$ cat src/rtl/sprite_pkg.sv
// Shared types and constants for the sprite compositor pipeline.
package sprite_pkg;

    localparam int unsigned HVE_HSYNC      = 2;
    localparam int unsigned HVE_VSYNC      = 1;
    localparam int unsigned HVE_DE         = 0;
    localparam int unsigned HVE_W          = 3;
    localparam int unsigned RGB_W          = 24;
    localparam int unsigned IDX_W          = 2;
    localparam int unsigned BMP_AW         = 8;
    localparam int unsigned SPRITE_LATENCY = 3;

    typedef logic [RGB_W-1:0] rgb_t;
    typedef logic [IDX_W-1:0] color_idx_t;
    typedef logic [HVE_W-1:0] hve_t;

    // One pixel's worth of pipeline payload travelling alongside the bitmap read.
    typedef struct packed {
        hve_t hve;
        logic hit;
        rgb_t rgb;
    } pix_stage_t;

    // Index 0 is transparent and never reaches the palette output.
    function automatic rgb_t pal_lookup(input color_idx_t idx, input rgb_t p1,
                                        input rgb_t p2, input rgb_t p3);
        rgb_t c;
        c = '0;
        case (idx)
            2'd1:    c = p1;
            2'd2:    c = p2;
            2'd3:    c = p3;
            default: c = '0;
        endcase
        return c;
    endfunction

endpackage

$ cat src/rtl/sprite_bitmap_ram.sv
// 2^AW x 2-bit simple dual-port bitmap store; synchronous read returns old data on collision.
module sprite_bitmap_ram
    import sprite_pkg::*;
#(
    parameter int unsigned AW = 8
) (
    input  logic          clk_i,
    input  logic          we_i,
    input  logic [AW-1:0] waddr_i,
    input  color_idx_t    wdata_i,
    input  logic [AW-1:0] raddr_i,
    output color_idx_t    rdata_o
);

    localparam int unsigned DEPTH = 1 << AW;

    color_idx_t mem_q [DEPTH];

    always_ff @(posedge clk_i) begin
        if (we_i) begin
            mem_q[waddr_i] <= wdata_i;
        end
        rdata_o <= mem_q[raddr_i];
    end

endmodule

$ cat src/rtl/sprite_compositor.sv
// Overlays a magnified 2bpp sprite onto the background RGB stream with a fixed
// three-cycle latency; the sprite position is latched once per frame at vsync.
module sprite_compositor
    import sprite_pkg::*;
#(
    parameter int unsigned SPRITE_W   = 16,
    parameter int unsigned SPRITE_H   = 16,
    parameter int unsigned SCALE_LOG2 = 2,
    parameter int unsigned COORD_W    = 13,
    parameter rgb_t        PAL1       = 24'hFF0000,
    parameter rgb_t        PAL2       = 24'h00FF00,
    parameter rgb_t        PAL3       = 24'hFFFFFF
) (
    input  logic               clock,
    input  logic               reset,
    input  logic [2:0]         hve_in,
    input  logic [COORD_W-1:0] x,
    input  logic [COORD_W-1:0] y,
    input  logic [23:0]        bg_rgb,
    input  logic [9:0]         sprite_x,
    input  logic [9:0]         sprite_y,
    input  logic               wr_en,
    input  logic [7:0]         wr_addr,
    input  logic [1:0]         wr_data,
    output logic [2:0]         hve_out,
    output logic [23:0]        rgb,
    output logic               sprite_hit
);

    localparam int unsigned DW     = COORD_W + 1;
    localparam int unsigned COL_W  = $clog2(SPRITE_W);
    localparam int unsigned ROW_W  = $clog2(SPRITE_H);
    localparam int unsigned SPAN_X = SPRITE_W << SCALE_LOG2;
    localparam int unsigned SPAN_Y = SPRITE_H << SCALE_LOG2;

    logic [9:0]        lat_x_q, lat_x_d;
    logic [9:0]        lat_y_q, lat_y_d;
    logic              vs_q;
    logic [DW-1:0]     dx_c, dy_c;
    logic              hit_c;
    logic [BMP_AW-1:0] raddr_c;
    pix_stage_t        s1_q, s2_q;
    color_idx_t        idx1, idx2_q;
    rgb_t              rgb_d;
    logic              hit_d;

    // Position latch: only a 0->1 vsync transition loads a new position.
    always_comb begin
        lat_x_d = lat_x_q;
        lat_y_d = lat_y_q;
        if (hve_in[HVE_VSYNC] && !vs_q) begin
            lat_x_d = sprite_x;
            lat_y_d = sprite_y;
        end
    end

    // Sampling vsync during reset swallows an edge that coincides with it.
    always_ff @(posedge clock) begin
        if (reset) begin
            lat_x_q <= '0;
            lat_y_q <= '0;
            vs_q    <= hve_in[HVE_VSYNC];
        end else begin
            lat_x_q <= lat_x_d;
            lat_y_q <= lat_y_d;
            vs_q    <= hve_in[HVE_VSYNC];
        end
    end

    // Stage 1: one extra bit keeps the offset signed so nothing wraps around.
    always_comb begin
        dx_c    = DW'(x) - DW'(lat_x_q);
        dy_c    = DW'(y) - DW'(lat_y_q);
        hit_c   = hve_in[HVE_DE] && !dx_c[DW-1] && !dy_c[DW-1] &&
                  (dx_c < DW'(SPAN_X)) && (dy_c < DW'(SPAN_Y));
        raddr_c = BMP_AW'({dy_c[SCALE_LOG2 +: ROW_W], dx_c[SCALE_LOG2 +: COL_W]});
    end

    sprite_bitmap_ram #(
        .AW(BMP_AW)
    ) u_bitmap (
        .clk_i   (clock),
        .we_i    (wr_en),
        .waddr_i (wr_addr),
        .wdata_i (wr_data),
        .raddr_i (raddr_c),
        .rdata_o (idx1)
    );

    // Stage 3 compositing; blanking overrides everything.
    always_comb begin
        rgb_d = s2_q.rgb;
        hit_d = 1'b0;
        if (s2_q.hit && (idx2_q != '0)) begin
            rgb_d = pal_lookup(idx2_q, PAL1, PAL2, PAL3);
            hit_d = 1'b1;
        end
        if (!s2_q.hve[HVE_DE]) begin
            rgb_d = '0;
            hit_d = 1'b0;
        end
    end

    always_ff @(posedge clock) begin
        if (reset) begin
            s1_q       <= '0;
            s2_q       <= '0;
            idx2_q     <= '0;
            hve_out    <= '0;
            rgb        <= '0;
            sprite_hit <= 1'b0;
        end else begin
            s1_q       <= '{hve: hve_in, hit: hit_c, rgb: bg_rgb};
            s2_q       <= s1_q;
            idx2_q     <= idx1;
            hve_out    <= s2_q.hve;
            rgb        <= rgb_d;
            sprite_hit <= hit_d;
        end
    end

endmodule
$ cat config.mk
export PLATFORM = sky130hd
export DESIGN_NAME = sprite_compositor
export DESIGN_NICKNAME = d
export VERILOG_FILES = /design/src/rtl/sprite_pkg.sv /design/src/rtl/sprite_bitmap_ram.sv /design/src/rtl/sprite_compositor.sv
export SDC_FILE = /design/constraint.sdc
export NUM_CORES = 1
export LEC_CHECK = 0
export CORE_UTILIZATION = 40
export CTS_CLUSTER_DIAMETER = 200
export DETAILED_ROUTE_END_ITERATION = 6
export PLACE_DENSITY = 0.6
export SLEW_MARGIN = 20
export SYNTH_ARGS = -nofsm -noshare
export SYNTH_HDL_FRONTEND = slang
export SYNTH_SLANG_ARGS = --single-unit
$ cat constraint.sdc
create_clock -name clock -period 7.1 [get_ports clock]
set_input_delay 0.71 -clock clock [delete_from_list [all_inputs] [get_ports clock]]
set_output_delay 0.71 -clock clock [all_outputs]
set_load 0.03 [all_outputs]
==> results of run 1 <==
cell usage in the layout (no fill, tap or decap), drive strengths merged, types with 7 or more instances in the layout:
cell type      instances
edfxtp               512
nor2                 279
nand2                134
mux4                 130
clkdlybuf4s50        110
dfxtp                109
clkbuf                81
nor2b                 68
a21oi                 58
nand3                 43
inv                   33
buf                   30
clkinv                30
nand4                 21
ha                    18
mux2i                 15
a22oi                 15
nor3                  14
o21ai                 11
nand2b                 7
final cells by class:
class                   count  share of cell area
multi-input cells         888              0.2404
well taps                 837             0.03588
clock buffers              81             0.06101
flip-flops and latches    621              0.6016
clock inverters            40             0.01046
inverters                  27            0.003473
repair buffers            140             0.04716
power breakdown:
part	total (W)	switching, W	internal [W]
clock	0.00333	0.00143	0.00191
sequential	0.00399	0.0000176	0.00397
combinational	0.00106	0.000619	0.000444
state kept, by name (all words and copies together), names as in the netlist:
register / count
u_bitmap.mem_q: 512
hve_out: 3
sprite_hit: 1
s1_q: 28
rgb: 24
u_bitmap.rdata_o: 2
s2_q: 28
lat_y_q: 10
vs_q: 1
lat_x_q: 10
idx2_q: 2
metrics by stage:
stage                     area [µm²]  power [W]    util
after detailed placement       27100   0.005138  0.4375
after global placement         27080   0.005129  0.4372
after floorplan                25200   0.004793       -
after CTS                      29180   0.008461  0.4712
after global routing           29180   0.008664  0.4712
final                          29180   0.008390  0.4712
worst reg2reg max path: cells and delay by family (launching register included):
family,cells,cell delay [ns]
buffers and inverters,3,1.28
AOI/OAI and AO/OA,4,0.62
DFF,1,0.32
muxes,2,0.75
and+or+nand+nor,1,0.18
adders and majority gates,1,0.34
xor gates and xnor gates,1,0.19
kinds of logic (layout without fill, tap and decap cells):
logic type               count (synthesis)  count (layout)  synth area share
AO/OA/AOI/OAI                          128             128           0.03451
XOR/XNOR                                12              12          0.004767
adder cells (fa/ha/maj)                 18              18          0.008938
buffers and inverters                  129             288           0.02761
flip-flops                             621             621            0.6968
multiplexers                           146             146            0.1247
AND/OR/NAND/NOR                        584             584            0.1027
metal layers:
metal / GRT usage / wire (µm) / vias to the layer above / part of all wire
met5: 0 / 0 / - / 0
met4: 0.06580 / 1558 / 0 / 0.025
met3: 0.04626 / 5170 / 97 / 0.084
met2: 0.3059 / 28650 / 603 / 0.47
met1: 0.2663 / 26020 / 7244 / 0.42
li1: - / - / 6380 / -
worst max-delay path by stage:
| stage | end | cells after the start | slack (ns) | from |
|---|---|---|---|---|
| after floorplan | u_bitmap.rdata_o[0] | 12 | 3.95 | x[2] |
| after global placement | u_bitmap.rdata_o[1] | 12 | 2.46 | x[1] |
| after detailed placement | u_bitmap.rdata_o[1] | 12 | 2.45 | x[1] |
| after CTS | u_bitmap.rdata_o[1] | 12 | 3.07 | x[1] |
| after global routing | u_bitmap.rdata_o[1] | 12 | 2.86 | x[1] |
| final | u_bitmap.rdata_o[1] | 12 | 3.08 | x[1] |
==> run summary, run 1 <==
• CP max stage cell: sky130_fd_sc_hd__buf_12
• endpoints failing setup: 0
• hold-fix buffers at CTS: 0
• outcome: complete, no violations
• post-route clock skew: 0.02132 ns
• mean instance size in the synthesized netlist: 15.38 µm²
• Die X: 253.0 µm
• worst setup slack before clock tree synthesis: 2.447 ns
• type of the worst min-delay path: reg2reg
• power per standard cell area: 287.5 nW/µm²
• Final min period: 4.018 ns
• dominant register cell in the synthesized netlist: sky130_fd_sc_hd__edfxtp_1
• gpl congestion: 0.8243
• count of different cell masters after synthesis: 67
• top area cells in the synthesized netlist: sky130_fd_sc_hd__edfxtp_1 61%, sky130_fd_sc_hd__mux4_2 10%, sky130_fd_sc_hd__dfxtp_1 8.7%
• detail-routed net length per standard cell: 23.31 µm
• largest net degree at the start of global routing: 114
• number of diodes added for antenna fixing: 0
• layout cells sized above 1: 0.1491
• combined area of all synthesized cells: 25200 µm²
• most frequent cell after synthesis: sky130_fd_sc_hd__edfxtp_1
• number of antenna violations at the first check in global routing: 0
• FF+latch count, synth: 621
• Bufs on Longest Clock Path: 3
• Worst path top cell family by delay: buffers and inverters
• number of DRC markers after the initial detailed-route iteration: 1531
• clock buffer count from CTS: 67
• number of nets still failing antenna checks after routing: 0
• hold depth: 1
• sum of buffers and inverters on the critical path: 3
• worst path setup slack after routing: 3.082 ns
• total number of yosys warnings: 0
• headroom to the max-slew limit: 0.2356
• Clk Latency, worst-skew pair: 0.61 ns
• row count: 91
• MaxCap Viol Count: 0
• global-route wire length before repair: 91.76 mm
• Setup Fix Bufs, Post-CTS: 0
• FF-to-FF setup slack: 3.26 ns
• Total GRT Usage: 0.1949
• Slew Viols, Final: 0
• clock tree from TritonCTS: done
• number of sinks handled by clock tree synthesis: 621
• sink of the worst hold path: s2_q[19]
• count of cells resized by post-cts repair: 0
• overall overflow remaining after global route: 0
• layout filler cell count: 5355
• ordered cell list for the critical path: clkdlybuf4s50_1 -> ha_1 -> a21oi_2 -> xor2_4 -> buf_12 -> buf_4 -> mux4_2 -> mux2i_1 -> a32o_1 -> a41oi_1 -> nand4_1 -> o211ai_1
• register clock-pin slew on the reported worst setup and hold paths: 0.06 ns
• post-route non-filler standard cell count: 2634
• Fmax achieved: 248.9 MHz
• Worst Hold Margin: 0.4345 ns
• leakage power: 9.208 nW
• destination of the worst register-to-register timing path: u_bitmap.rdata_o[1]
• cell count after placement: 2513
• top cell types by occurrence after synthesis: 512 x sky130_fd_sc_hd__edfxtp_1, 279 x sky130_fd_sc_hd__nor2_1, 133 x sky130_fd_sc_hd__nand2_1, 116 x sky130_fd_sc_hd__mux4_2, 109 x sky130_fd_sc_hd__dfxtp_1
• slew of the pin with the lowest slew margin: 1.143 ns
• # H-tree levels: 3
• Detailed Routing Iterations Pass 1: 5
• number of instances in the synthesized netlist: 1638
• cell taking the most area after synthesis: sky130_fd_sc_hd__edfxtp_1
• area of the core: 61940 µm²
• starting density of the core: 0.4068
• Multi-input gate area: 7017 µm²
• type of the setup path with the least slack: in2reg
• quantity of I/O buffers inserted on ports: 113
• area taken by flip-flops and latches: 17560 µm²
• Setup Total Neg Slack: 0 ns
• Ports: 114
• count of flip-flops with a built-in enable after synthesis: 512
• die height: 253.0 µm
• via count: 14324
• fraction of the yosys area taken by sequential cells: 0.6968
• endpoint arrival time on the critical path: 4.47 ns
• number of DRC violations after detailed routing: 0
• final HPWL from detailed placement: 37.17 mm
• HP Start: s1_q[19]
• average via count per standard cell: 5.438
• worst-path fanout max: 113
• via count of the first global-routing pass: 14561
• endpoint type of the worst setup path: flop
• fraction of synthesized cell area taken by the top area cell type: 0.6102
• P&R area growth vs syn: 15.82%
• setup repair after global routing missed its margin: false
• clock tree root buffer cell: sky130_fd_sc_hd__clkbuf_16
• Die Footprint: 64000 µm²
• Post-Synthesis Net Count: 1742
• FF-to-FF Start: lat_x_q[1]
• Worst EP required: 7.56 ns
• Worst IR Drop VDD: 157.5 µV
• wire length after detailed routing: 61.40 mm
• Final nets: 1849
• async set-or-reset flop fraction in the synthesized netlist: 0
• number of endpoints with negative hold slack in the final report: 0
• maximum single-stage delay on the critical path: 0.68 ns
• worst r2r path cells: 12
• nature of the critical path startpoint: primary input
• period utilisation layout: 0.5659
(Power assumes the default switching activity.)
==> inputs of run 2 (changes only) <==
--- a/config.mk
+++ b/config.mk
@@ -8,7 +8,7 @@
 export CORE_UTILIZATION = 40
 export CTS_CLUSTER_DIAMETER = 200
 export DETAILED_ROUTE_END_ITERATION = 6
-export PLACE_DENSITY = 0.6
+export PLACE_DENSITY = 0.62
 export SLEW_MARGIN = 20
 export SYNTH_ARGS = -nofsm -noshare
 export SYNTH_HDL_FRONTEND = slang
==> constraint.sdc (replaced) <==
create_clock -name clock -period 3.4 [get_ports clock]
set_input_delay 0.34 -clock clock [delete_from_list [all_inputs] [get_ports clock]]
set_output_delay 0.34 -clock clock [all_outputs]
set_load 0.03 [all_outputs]
==> run 2 against run 1 <==
Compared with the run above:
- global-route usage up 0.16 points
- sequential power grew 110%
- hold slack got worse by 0.18 ns
- register-to-register slack got worse by 3.1 ns
- critical path depth rose by 1
- core utilization increased by 1.7 points
- total power up 120%
- final cell count up 4.1%
- largest cell class unchanged
- largest power group unchanged
==> run summary, run 2 (synthesis results as in run 1) <==
• P&R area growth vs syn: 20.09%
• FF-to-FF setup slack: 0.20 ns, -3.06 ns
• register ranked first by flip-flop count: u_bitmap.mem_q
• Total GRT Usage: 0.1966, +0.001613
• starting density of the core: 0.4068, unchanged
• first element of the critical path: lat_x_q[1]
• clock tree from TritonCTS: done
• number of DRC markers after the initial detailed-route iteration: 1364, -11%
• Die X: 253.0 µm, unchanged
• share of power burned in the clock network: 0.391, -0.006
• detail-routed net length per standard cell: 22.66 µm, -2.8%
• clock tree root buffer cell: sky130_fd_sc_hd__clkbuf_16
• number of diodes added for antenna fixing: 0, unchanged
• Setup Total Neg Slack: 0 ns, unchanged
• Worst EP required: 3.88 ns, -3.68 ns
• endpoints failing setup: 0, unchanged
• number of flip-flops in the largest register: 512, unchanged
• Detailed Routing Iterations Pass 1: 7, +2
• sequential power share: 0.462, -0.014
• leakage power: 9.791 nW, +6.3%
• quantity of I/O buffers inserted on ports: 113, unchanged
• clock buffer count from CTS: 68, +1.5%
• # H-tree levels: 3, unchanged
• critical path capture point: u_bitmap.rdata_o[1]
• overall overflow remaining after global route: 0, unchanged
• Bufs on Longest Clock Path: 3, unchanged
• endpoint arrival time on the critical path: 3.69 ns, -0.78 ns
• power per standard cell area: 596.8 nW/µm², +110%
• Clk Latency, worst-skew pair: 0.62 ns, about the same
• Final nets: 1956, +5.8%
• endpoint type of the worst setup path: flop
• power spent charging and discharging nets: 0.004453 W, +120%
• worst r2r path cells: 13, +1
• Slew Viols, Final: 0, unchanged
• slew of the pin with the lowest slew margin: 1.016 ns, -0.1276 ns
• type of the worst min-delay path: in2reg
• headroom to the max-slew limit: 0.3227, +0.08718
• top flop regs: u_bitmap.mem_q: 512 flops, s1_q: 28 flops, s2_q: 28 flops
• internal power component: 0.01361 W, +120%
• post-route clock skew: 0.02394 ns, +0.002617 ns
• MaxCap Viol Count: 0, unchanged
• Die Footprint: 64000 µm², unchanged
• via count: 14760, +3.0%
• area of the core: 61940 µm², unchanged
• Fmax achieved: 312.2 MHz
• average via count per standard cell: 5.383, -1.0%
• leading cell types in the layout, fill and taps excluded: 512 x sky130_fd_sc_hd__edfxtp_1, 278 x sky130_fd_sc_hd__nor2_1, 133 x sky130_fd_sc_hd__nand2_1
• post-route non-filler standard cell count: 2742, +4.1%
• outcome: complete, no violations
• final design utilization: 0.4885, +0.01737
• number of nets still failing antenna checks after routing: 0, unchanged
• number of antenna violations at the first check in global routing: 0, unchanged
• global-route wire length before repair: 92.84 mm, +1.2%
• destination of the worst register-to-register timing path: u_bitmap.rdata_o[1]
• FF-to-FF Start: lat_x_q[1]
• period utilisation layout: 0.9422
• number of endpoints with negative hold slack in the final report: 0, unchanged
• type of the setup path with the least slack: reg2reg
• wire length after detailed routing: 62.14 mm, +1.2%
• number of sinks handled by clock tree synthesis: 621, unchanged
• number of DRC violations after detailed routing: 0, unchanged
• largest net degree at the start of global routing: 121, +6.1%
• cell count after placement: 2617, +4.1%
• gpl congestion: 0.8610, +4.5%
• Final min period: 3.204 ns
• switching share of power: 0.2466, +0.0005869
• Worst IR Drop VDD: 429.0 µV, +170%
• nature of the critical path startpoint: flop
• register clock-pin slew on the reported worst setup and hold paths: 0.06 ns, about the same
• setup repair after global routing missed its margin: false
• layout cells sized above 1: 0.1948, +0.04561
• die height: 253.0 µm, unchanged
• row count: 91, unchanged
• combinational share of power: 0.148, +0.021
• leading cell type in the layout, fill and taps excluded: sky130_fd_sc_hd__edfxtp_1
• final HPWL from detailed placement: 39.91 mm, +7.4%
• via count of the first global-routing pass: 15130, +3.9%
• worst-path fanout max: 20, -82%
• Ports: 114, unchanged
-- run 2: cell types whose count changed in the layout (fill, tap and decap cells not counted), moves of 2 or more --
cell                         change
sky130_fd_sc_hd__buf_4          +87
sky130_fd_sc_hd__buf_12         +18
sky130_fd_sc_hd__clkinv_2       -10
sky130_fd_sc_hd__clkinv_1        +5
sky130_fd_sc_hd__clkinvlp_4      +3
sky130_fd_sc_hd__clkbuf_8        +2
sky130_fd_sc_hd__clkinv_4        +2
sky130_fd_sc_hd__inv_6           -2
-- run 2: critical path: stages (launching register included) --
cell	delay [ns]
sky130_fd_sc_hd__dfxtp_1	0.32
sky130_fd_sc_hd__inv_1	0.05
sky130_fd_sc_hd__ha_1	0.29
sky130_fd_sc_hd__a21oi_2	0.25
sky130_fd_sc_hd__xor2_4	0.18
sky130_fd_sc_hd__buf_12	0.15
sky130_fd_sc_hd__buf_4	0.16
sky130_fd_sc_hd__buf_12	0.20
sky130_fd_sc_hd__mux4_2	0.54
sky130_fd_sc_hd__nor4_1	0.32
sky130_fd_sc_hd__a311oi_2	0.10
sky130_fd_sc_hd__nand4_1	0.23
sky130_fd_sc_hd__o22a_1	0.18
sky130_fd_sc_hd__o211ai_1	0.08
-- run 2: worst min-delay path by stage --
| stage | from | endpoint | slack [ns] | depth (start not counted) |
|---|---|---|---|---|
| after floorplan | hve_in[1] | vs_q | 0.37 | 0 |
| after global placement | s1_q[21] | s2_q[21] | 0.42 | 1 |
| after detailed placement | s1_q[4] | s2_q[4] | 0.42 | 1 |
| after CTS | hve_in[1] | vs_q | 0.23 | 1 |
| after global routing | hve_in[1] | vs_q | 0.24 | 1 |
| final | hve_in[1] | vs_q | 0.26 | 1 |
-- run 2: stage by stage --
stage	worst slack [ns]	power [W]	instance area, µm²	hold WS, ns
2_1_floorplan	0.6229	0.01001	25200	0.3677
3_3_place_gp	-0.2486	0.01111	28070	0.4176
3_5_place_dp	-0.2999	0.01113	28070	0.4204
4_1_cts	0.09413	0.01816	30230	0.2261
5_1_grt	0.005626	0.01861	30260	0.2437
6_report	0.1965	0.01806	30260	0.2565
-- run 2: layout make-up --
cell class	count	area, µm²
inverters	27	101.3
repair buffers	246	2396
clock buffers	83	1808
flip-flops and latches	621	17560
multi-input cells	888	7008
fillers	5241	31680
well taps	837	1047
clock inverters	40	342.8
-- run 2: what timing repair did --
action                                  CTS  global route
setup buffers                             0             1
hold buffers                              1             0
gates resized for setup                   0             4
hold endpoints to repair                  1             0
endpoints found under the setup margin    0             2
-- run 2: power groups by stage --
stage / Sequential, W / Clock [W] / Combinational (W)
6_report: 0.00834 / 0.00705 / 0.00266
3_3_place_gp: 0.00850 / 0 / 0.00261
3_5_place_dp: 0.00850 / 0 / 0.00262
2_1_floorplan: 0.00848 / 0 / 0.00153
5_1_grt: 0.00834 / 0.00745 / 0.00281
4_1_cts: 0.00834 / 0.00717 / 0.00264
-- run 2: per-layer routing --
layer / share of wire / track usage / up-vias
met5: 0 / 0 / -
met4: 0.030 / 0.06978 / 0
met3: 0.084 / 0.04431 / 125
met2: 0.47 / 0.3108 / 655
met1: 0.42 / 0.2668 / 7388
li1: - / - / 6592
==> inputs of run 3 (changes only) <==
--- a/config.mk
+++ b/config.mk
@@ -9,6 +9,7 @@
 export CTS_CLUSTER_DIAMETER = 200
 export DETAILED_ROUTE_END_ITERATION = 6
 export PLACE_DENSITY = 0.62
+export REMOVE_ABC_BUFFERS = 1
 export SLEW_MARGIN = 20
 export SYNTH_ARGS = -nofsm -noshare
 export SYNTH_HDL_FRONTEND = slang
==> constraint.sdc (replaced) <==
create_clock -name clock -period 2.8 [get_ports clock]
set_input_delay 0.28 -clock clock [delete_from_list [all_inputs] [get_ports clock]]
set_output_delay 0.28 -clock clock [all_outputs]
set_load 0.03 [all_outputs]
==> run 3 against run 2 <==
Compared with the run above:
- the run now ends with negative setup slack left
- routed wire length grew 2.3%
- total power grew 23%
- sequential power grew 21%
- register-to-register slack lost 0.33 ns
- final cell count grew 2.5%
- combinational power grew 36%
- hold slack lost 0.067 ns
- first-iteration DRC count grew 2.9%
- sequential cell count is the same
- global-route usage grew 0.23 points
- highest routed layer unchanged
==> run summary, run 3 (synthesis results as in run 1) <==
• first element of the critical path: lat_x_q[2]
• number of DRC markers after the initial detailed-route iteration: 1404, +2.9%
• cell count after placement: 2678, +2.3%
• Total GRT Usage: 0.1988, +0.002270
• average via count per standard cell: 5.372, -0.20%
• period utilisation layout: 1.047, +0.1051
• via count: 15096, +2.3%
• leading cell types in the layout, fill and taps excluded: 512 x sky130_fd_sc_hd__edfxtp_1, 277 x sky130_fd_sc_hd__nor2_1, 175 x sky130_fd_sc_hd__buf_4
• Worst path top cell family by delay: compound AO/OA/AOI/OAI gates
• final HPWL from detailed placement: 41.39 mm, +3.7%
• Final nets: 2024, +3.5%
• register ranked first by flip-flop count: u_bitmap.mem_q
• number of diodes added for antenna fixing: 0, unchanged
• Die X: 253.0 µm, unchanged
• wire length after detailed routing: 63.54 mm, +2.3%
• number of endpoints with negative hold slack in the final report: 0, unchanged
• final design utilization: 0.5022, +0.01361
• worst path setup slack after routing: -0.1324 ns, -0.3289 ns
• global-route wire length before repair: 94.90 mm, +2.2%
• Clk Latency, worst-skew pair: 0.63 ns, about the same
• Bufs on Longest Clock Path: 3, unchanged
• # H-tree levels: 2, -1
• FF-to-FF Start: lat_x_q[2]
• clock tree root buffer cell: sky130_fd_sc_hd__clkbuf_16
• CP max stage cell: sky130_fd_sc_hd__dfxtp_2
• endpoint type of the worst setup path: flop
• Detailed Routing Iterations Pass 1: 5, -2
• ordered cell list for the critical path: inv_2 -> ha_4 -> a21o_1 -> a31o_4 -> xor2_4 -> buf_8 -> buf_12 -> buf_8 -> buf_6 -> mux4_2 -> nor3_2 -> o211ai_1 -> nand4_1 -> o22a_1 -> o211ai_1
• area of the core: 61940 µm², unchanged
• clock tree from TritonCTS: done
• Fmax achieved: 341.0 MHz, +9.2%
• gpl congestion: 0.8660, +0.58%
• clock buffer count from CTS: 61, -10%
• P&R area growth vs syn: 23.44%
• HP Start: hve_in[1]
• number of sinks handled by clock tree synthesis: 621, unchanged
• detail-routed net length per standard cell: 22.61 µm, -0.22%
• Worst IR Drop VDD: 543.3 µV, +27%
• post-route clock skew: 0.02054 ns, -0.003392 ns
• slew of the pin with the lowest slew margin: 0.9405 ns, -0.07535 ns
• MaxCap Viol Count: 0, unchanged
• Slew Viols, Final: 0, unchanged
• maximum single-stage delay on the critical path: 0.33 ns, -0.21 ns
• via count of the first global-routing pass: 15663, +3.5%
• die height: 253.0 µm, unchanged
• starting density of the core: 0.4068, unchanged
• largest net degree at the start of global routing: 107, -12%
• number of flip-flops in the largest register: 512, unchanged
• post-route non-filler standard cell count: 2810, +2.5%
• sum of buffers and inverters on the critical path: 5, +1
• number of nets still failing antenna checks after routing: 0, unchanged
• endpoints failing setup: 2, +2
• worst-path fanout max: 6, -70%
• setup repair after global routing missed its margin: true
• overall overflow remaining after global route: 0, unchanged
• Setup Total Neg Slack: -0.2647 ns, -0.2647 ns
• type of the worst min-delay path: in2reg
• Final min period: 2.932 ns, -0.2711 ns
• layout cells sized above 1: 0.2473, +0.05259
• leading cell type in the layout, fill and taps excluded: sky130_fd_sc_hd__edfxtp_1
• number of DRC violations after detailed routing: 0, unchanged
• nature of the critical path startpoint: flop
• headroom to the max-slew limit: 0.3730, +0.05023
• register clock-pin slew on the reported worst setup and hold paths: 0.06 ns, about the same
• leakage power: 10.21 nW, +4.3%
• endpoint arrival time on the critical path: 3.49 ns, -0.20 ns
• row count: 91, unchanged
• violated checks: negative setup slack
• post-route total power: 0.02218 W, +23%
• outcome: finished with violations
• number of antenna violations at the first check in global routing: 1, +1
• power per standard cell area: 713.1 nW/µm², +19%
• type of the setup path with the least slack: reg2reg
• Worst EP required: 3.36 ns, -0.52 ns
• top flop regs: u_bitmap.mem_q: 512 flops, s1_q: 28 flops, s2_q: 28 flops
• quantity of I/O buffers inserted on ports: 113, unchanged
• Ports: 114, unchanged
• Worst Hold Margin: 0.1891 ns, -0.06745 ns
• Die Footprint: 64000 µm², unchanged
## run 3: final cells by class
class                           count  area [µm²]
Timing Repair Buffer              321        3053
Clock inverter                     30       314.1
Tap cell                          837        1047
Clock buffer                       86        1785
Inverter                           27       101.3
Sequential cell                   621       17560
Multi-Input combinational cell    888        7243
Fill cell                        5223       30840
## run 3: through the flow
| step | instance area (µm²) | setup WS, ns |
|---|---|---|
| after floorplan | 24600 | -6.140 |
| final | 31100 | -0.1324 |
| after global routing | 31100 | -0.2123 |
| after global placement | 28590 | -0.7098 |
| after CTS | 30910 | -0.2278 |
| after detailed placement | 28590 | -0.7486 |
## run 3: timing repair
action | 4_1_cts | 5_1_grt
setup endpoints to repair | 2 | 3
pin swaps | 10 | 12
resized for setup | 26 | 35
gates cloned | 1 | 1
setup buffers | 9 | 6
hold buffers | 1 | 0
hold endpoints to repair | 1 | 0
## run 3: worst reg2reg max path, stage by stage (launching register included)
cell and delay (ns):
sky130_fd_sc_hd__dfxtp_2 0.33, sky130_fd_sc_hd__inv_2 0.04, sky130_fd_sc_hd__ha_4 0.24, sky130_fd_sc_hd__a21o_1 0.18
sky130_fd_sc_hd__a31o_4 0.23, sky130_fd_sc_hd__xor2_4 0.16, sky130_fd_sc_hd__buf_8 0.15, sky130_fd_sc_hd__buf_12 0.16
sky130_fd_sc_hd__buf_8 0.13, sky130_fd_sc_hd__buf_6 0.11, sky130_fd_sc_hd__mux4_2 0.25, sky130_fd_sc_hd__nor3_2 0.04
sky130_fd_sc_hd__o211ai_1 0.19, sky130_fd_sc_hd__nand4_1 0.25, sky130_fd_sc_hd__o22a_1 0.25, sky130_fd_sc_hd__o211ai_1 0.14
## run 3: power breakdown
group	total, W	switching (W)	internal (W)
clock	0.00845	0.00353	0.00492
sequential	0.0101	0.0000495	0.0101
combinational	0.00361	0.00182	0.00180
## run 3: worst paths after layout
path	to	slack [ns]	cells after the start
setup / recovery	u_bitmap.rdata_o[1]	-0.13	15
hold / removal	vs_q	0.19	1
setup reg to reg	u_bitmap.rdata_o[1]	-0.13	15
hold reg to reg	s2_q[20]	0.43	1
## run 3: routing by layer
layer  track usage  up-vias  share of wire
met1        0.2644     7629           0.41
met4       0.06355        0          0.025
met5             0        -              0
met3       0.03598       91          0.081
li1              -     6740              -
met2        0.3305      636           0.48
